===== src/rtl/VX_perf_pkg.sv =====
// Shared definitions for the memory-system perf sampler: counter count, index order, FSM states.
// No logic of its own; the saturating-increment helper is combinational.
// No flow control here.
`ifndef PERF_CTR_BITS
`define PERF_CTR_BITS 44
`endif

package VX_perf_pkg;

    localparam int PERF_MEMSYS_NUM_CTRS = 15;

    typedef enum logic [3:0] {
        PERF_ICACHE_READS        = 4'd0,
        PERF_ICACHE_READ_MISSES  = 4'd1,
        PERF_DCACHE_READS        = 4'd2,
        PERF_DCACHE_WRITES       = 4'd3,
        PERF_DCACHE_READ_MISSES  = 4'd4,
        PERF_DCACHE_WRITE_MISSES = 4'd5,
        PERF_DCACHE_BANK_STALLS  = 4'd6,
        PERF_DCACHE_MSHR_STALLS  = 4'd7,
        PERF_SMEM_READS          = 4'd8,
        PERF_SMEM_WRITES         = 4'd9,
        PERF_SMEM_BANK_STALLS    = 4'd10,
        PERF_MEM_READS           = 4'd11,
        PERF_MEM_WRITES          = 4'd12,
        PERF_MEM_LATENCY         = 4'd13,
        PERF_DUP                 = 4'd14
    } perf_memsys_idx_e;

    typedef enum logic {
        SAMPLER_IDLE   = 1'b0,
        SAMPLER_STREAM = 1'b1
    } sampler_state_e;

    function automatic logic [7:0] sat_inc8(input logic [7:0] v);
        return (v == 8'hFF) ? v : v + 8'd1;
    endfunction

endpackage


===== src/rtl/VX_perf_interval_timer.sv =====
// Periodic trigger source: down-counter reloaded from interval_cfg, pulses expire when it reads 1.
// expire is combinational from the current count; reload happens at the same edge.
// No backpressure: expiries are fire-and-forget, the consumer decides whether to drop them.
module VX_perf_interval_timer #(
    parameter int INTERVAL_W = 16
) (
    input  logic                  clk,
    input  logic                  reset,
    input  logic                  interval_en,
    input  logic [INTERVAL_W-1:0] interval_cfg,
    output logic                  expire
);

    logic [INTERVAL_W-1:0] cnt;
    logic                  run;

    assign run    = interval_en && (interval_cfg != '0);
    assign expire = run && (cnt == INTERVAL_W'(1));

    // A zero count only occurs after reset; the first enabled cycle loads the period.
    always_ff @(posedge clk or posedge reset) begin
        if (reset) begin
            cnt <= '0;
        end else if (!run) begin
            cnt <= interval_cfg;
        end else if (cnt <= INTERVAL_W'(1)) begin
            cnt <= interval_cfg;
        end else begin
            cnt <= cnt - INTERVAL_W'(1);
        end
    end

endmodule


===== src/rtl/vx_perf_memsys_sampler.sv =====
// Snapshots 15 memsys perf counters on trig_req/timer and streams them out by index (PERF_MEMSYS_DELTA_EN: per-interval deltas).
// Capture at the trigger edge; first word valid the next cycle, one word per handshake.
// out_data/out_idx hold while out_valid && !out_ready; triggers while busy are dropped and counted.
`ifndef PERF_CTR_BITS
`define PERF_CTR_BITS 44
`endif

module vx_perf_memsys_sampler
    import VX_perf_pkg::*;
#(
    parameter int CTR_W      = `PERF_CTR_BITS,
    parameter int NUM_CTRS   = PERF_MEMSYS_NUM_CTRS,
    parameter int INTERVAL_W = 16
) (
    input  logic                      clk,
    input  logic                      reset,
    input  logic [NUM_CTRS*CTR_W-1:0] ctr_in,
    input  logic                      trig_req,
    input  logic                      interval_en,
    input  logic [INTERVAL_W-1:0]     interval_cfg,
    output logic                      out_valid,
    input  logic                      out_ready,
    output logic [3:0]                out_idx,
    output logic [CTR_W-1:0]          out_data,
    output logic                      out_last,
    output logic                      busy,
    output logic [7:0]                drop_cnt
);

    localparam logic [3:0] LAST_IDX = 4'(NUM_CTRS - 1);

    sampler_state_e   state, state_nxt;
    logic [3:0]       idx;
    logic [CTR_W-1:0] shadow [NUM_CTRS];
    logic             timer_expire;
    logic             trigger;
    logic             capture;
    logic             advance;
    logic             dropped;

    VX_perf_interval_timer #(
        .INTERVAL_W (INTERVAL_W)
    ) u_timer (
        .clk          (clk),
        .reset        (reset),
        .interval_en  (interval_en),
        .interval_cfg (interval_cfg),
        .expire       (timer_expire)
    );

    assign trigger = trig_req | timer_expire;

    always_ff @(posedge clk or posedge reset) begin
        if (reset) begin
            state <= SAMPLER_IDLE;
        end else begin
            state <= state_nxt;
        end
    end

    always_comb begin
        state_nxt = state;
        capture   = 1'b0;
        advance   = 1'b0;
        dropped   = 1'b0;
        out_valid = 1'b0;
        case (state)
            SAMPLER_IDLE: begin
                if (trigger) begin
                    capture   = 1'b1;
                    state_nxt = SAMPLER_STREAM;
                end
            end
            SAMPLER_STREAM: begin
                out_valid = 1'b1;
                // Still STREAM on the final handshake, so a trigger there is lost too.
                dropped   = trigger;
                if (out_ready) begin
                    advance = 1'b1;
                    if (idx == LAST_IDX) begin
                        state_nxt = SAMPLER_IDLE;
                    end
                end
            end
        endcase
    end

    always_ff @(posedge clk or posedge reset) begin
        if (reset) begin
            idx <= '0;
        end else if (capture) begin
            idx <= '0;
        end else if (advance) begin
            idx <= (idx == LAST_IDX) ? 4'd0 : idx + 4'd1;
        end
    end

    always_ff @(posedge clk or posedge reset) begin
        if (reset) begin
            drop_cnt <= '0;
        end else if (dropped) begin
            drop_cnt <= sat_inc8(drop_cnt);
        end
    end

`ifdef PERF_MEMSYS_DELTA_EN
    logic [CTR_W-1:0] prev [NUM_CTRS];

    // Modular subtract: a counter that wrapped since the last capture still yields the true delta.
    always_ff @(posedge clk or posedge reset) begin
        if (reset) begin
            for (int i = 0; i < NUM_CTRS; i++) begin
                shadow[i] <= '0;
                prev[i]   <= '0;
            end
        end else if (capture) begin
            for (int i = 0; i < NUM_CTRS; i++) begin
                shadow[i] <= ctr_in[i*CTR_W +: CTR_W] - prev[i];
                prev[i]   <= ctr_in[i*CTR_W +: CTR_W];
            end
        end
    end
`else
    always_ff @(posedge clk or posedge reset) begin
        if (reset) begin
            for (int i = 0; i < NUM_CTRS; i++) begin
                shadow[i] <= '0;
            end
        end else if (capture) begin
            for (int i = 0; i < NUM_CTRS; i++) begin
                shadow[i] <= ctr_in[i*CTR_W +: CTR_W];
            end
        end
    end
`endif

    assign busy     = (state == SAMPLER_STREAM);
    assign out_idx  = idx;
    assign out_data = out_valid ? shadow[idx] : '0;
    assign out_last = out_valid && (idx == LAST_IDX);

endmodule

===== config.mk =====
export PLATFORM = sky130hd
export DESIGN_NAME = vx_perf_memsys_sampler
export DESIGN_NICKNAME = d
export VERILOG_FILES = /design/src/rtl/VX_perf_pkg.sv /design/src/rtl/VX_perf_interval_timer.sv /design/src/rtl/vx_perf_memsys_sampler.sv
export SDC_FILE = /design/constraint.sdc
export NUM_CORES = 2
export LEC_CHECK = 0
export ABC_AREA = 1
export CAP_MARGIN = 20
export CORE_AREA = 2 2 291 293
export CTS_CLUSTER_DIAMETER = 200
export DETAILED_ROUTE_END_ITERATION = 16
export DIE_AREA = 0 0 293 295
export GPL_TIMING_DRIVEN = 0
export PLACE_DENSITY = 0.72
export RECOVER_POWER = 25
export SLEW_MARGIN = 20
export SYNTH_ARGS = -nofsm -noshare
export SYNTH_HDL_FRONTEND = slang
export SYNTH_SLANG_ARGS = --single-unit

===== constraint.sdc =====
create_clock -name clk -period 67.5 [get_ports clk]
set_input_delay 20.25 -clock clk [delete_from_list [all_inputs] [get_ports clk]]
set_output_delay 20.25 -clock clk [all_outputs]
set_load 0.02 [all_outputs]

==> flow_metrics.py <==
metrics = {
    "outcome": {
        "outcome": "complete, but fails checks",
        "violations": "max-capacitance violations, max-slew violations",
    },
    "sta": {
        "fmax_ghz": 0.0345,
        "setup_viol": 0,
        "fin_skew_ps": 15.3,
        "fin_ws_ps": 38510,
        "worstMarginPinSlew_ps": 5330,
        "rsz0062_at_grt": "false",
        "setup_tns_ps": 0,
        "maxSlewHeadroom_pct": -256,
        "finalWorstPathRequiredPeriod_ps": 28990,
        "finalHoldViolCount": 0,
        "finalCritPeriodShare_pct": 42.9,
        "maxSlewViolCount": 410,
    },
    "route": {
        "drt_iter0_drc": 3706,
        "drtPass1Iterations": 6,
        "route.vias.total": 35700,
        "drcViolationCount": 0,
        "viasPerCell": 5.54,
        "ant_nets": 0,
        "post_drt_wl_per_cell_um": 24.9,
        "routed_wl_um": 160000,
    },
    "synth": {
        "yosysSeqAreaShare_pct": 50.9,
        "syn_area_um2": 33900,
        "syn_avg_cell_area_um2": 7.61,
        "synth_top_area_share_pct": 50.9,
        "synth-edff-count": 0,
        "ys_ff_latch": 689,
        "synthCells": 4448,
        "synth_most_common_cell": "nand2_1",
        "synthTopCellsByArea": "dfrtp_1, nand2_1, nand3_1",
        "synth_common_cells": "nand2_1, nand3_1, dfrtp_1",
        "synth_top_area_cell": "dfrtp_1",
        "ys_types": 29,
        "syn-num-nets": 5134,
        "synthFlopType": "dfrtp_1",
        "async_flop_share_pct": 100,
        "yosys_warnings": 0,
    },
    "floorplanning": {
        "start_util_pct": 40.7,
        "num_rows": 106,
        "dieArea_um2": 86400,
        "core_area_um2": 83200,
        "die_w_um": 293,
        "pin_count": 740,
        "die_h_um": 295,
    },
    "grt": {
        "grt_max_degree": 107,
        "grt_usage_pct": 36.3,
        "overflow": 0,
        "grt_pass1_wl_um": 227000,
        "grt_pass1_vias": 34700,
        "antenna_found_initial": 47,
    },
    "clock_network": {
        "cts_sinks": 689,
        "clockBufferDepth": 3,
        "clkLatencyLatePin_ps": 640,
        "clk_pin_slew_worst_paths_ps": 60,
        "numCtsBuffers": 79,
        "ctsResizeCount": 0,
        "cts_tree": "done",
        "post_cts_buffers": 0,
        "root_buffer": "clkbuf_16",
        "cts_hold_buf": 0,
        "h-tree-depth": 3,
    },
    "pwr": {
        "p_leak_nw": 22.5,
        "vdd_drop_max_v": 0.0000176,
        "p_total_mw": 1.75,
        "p_per_area_nw_per_um2": 38.3,
    },
    "placement": {
        "place_ws_ps": 43260,
        "dp_cells": 6274,
        "hpwlAfterDp_um": 127000,
        "gp_congestion": 0.966,
        "placed_area_um2": 42800,
        "numPortBuffers": 739,
    },
    "cells_and_area": {
        "stdcell_count": 6447,
        "area_growth_pct": 35.0,
        "final_nets": 5961,
        "fill_cells": 8007,
        "drive_gt1_share_pct": 5.47,
        "stdcell_area_um2": 45700,
    },
    "worst_setup_path": {
        "required_ps": 67300,
        "critPathMaxFanout": 84,
        "end_kind": "asynchronous set/reset pin",
        "critical_path_arrival_ps": 28790,
        "path_class": "in -> async",
        "critPathLaunchType": "primary input",
    },
    "hold_path": {
        "hp-class": "reg -> reg",
    },
    "flow_run": {
        "maxCapViolCount": 5,
    },
}
[power by group]
group	internal [mW]	switching, mW	total [mW]
Sequential	0.528	0.0730	0.601
Combinational	0.220	0.442	0.663
Clock	0.299	0.186	0.485
Total	1.05	0.701	1.75
[critical path, stage by stage]
cell,delay [ps]
dlygate4sd3_1,550
clkinvlp_2,2180
clkbuf_1,2750
clkbuf_1,2950
[placed cells by master (no fill, tap or decap), drive strengths merged, types with 10 or more instances in the layout]
master and instances:
xor2 10, inv 85, nand4 94, a21oi 44, nand3 854, o22ai 44
nor2 354, diode 29, clkbuf 314, dfrtp 689, bufinv 14, buf 163
clkinv 14, nand2 1617, clkdlybuf4s50 737, o21ai 280
[layout make-up]
class,count,area [um2],share of cell area [%]
Antenna cell,29,72.6,0.159
Buffer,360,1850,4.06
Clock buffer,110,2370,5.18
Clock inverter,34,551,1.21
Inverter,83,313,0.685
Multi-Input combinational cell,3316,14400,31.6
Sequential cell,689,17200,37.7
Tap cell,1080,1350,2.96
Timing Repair Buffer,746,7490,16.4
[state kept, by name (all words and copies together) (netlist names)]
| register | count |
|---|---|
| busy | 1 |
| drop_cnt | 8 |
| out_idx | 4 |
| shadow | 660 |
| u_timer.cnt | 16 |
[logic make-up after synthesis]
family / Yosys count / synth area share, %
flops: 689 / 50.9
xor+xnor: 16 / 0.414
buf+inv: 443 / 6.39
simple gates: 2924 / 36.4
fa+ha+maj: 5 / 0.185
compound gates: 371 / 5.67
[through the flow]
step / utilization (%) / hold WS, ps
6_report: 54.9 / 464
5_1_grt: 54.9 / 477
4_1_cts: 55.0 / 468
3_5_place_dp: 51.5 / 453
3_3_place_gp: 51.2 / 448
2_1_floorplan: - / 437
[layer usage]
layer	wire [um]	global-route usage, %	up-vias
met5	218	0	-
met4	9490	20.1	34
met3	16100	9.65	430
met2	72100	57.2	1887
met1	62400	45.4	17100
li1	-	-	16200
[worst paths after layout]
path	slack, ps	endpoint	start	cells after the start
max in group clk	42420	out_data[43]	out_idx[0]	9
worst min-delay path	460	shadow[601]	shadow[601]	2
worst max-delay path	38510	shadow[455]	reset	4
min in group asynchronous	21260	shadow[475]	reset	2
worst min register to register	460	shadow[601]	shadow[601]	2
worst max register to register	64220	shadow[640]	busy	6
Note: power is estimated with default switching activity, not from simulation.
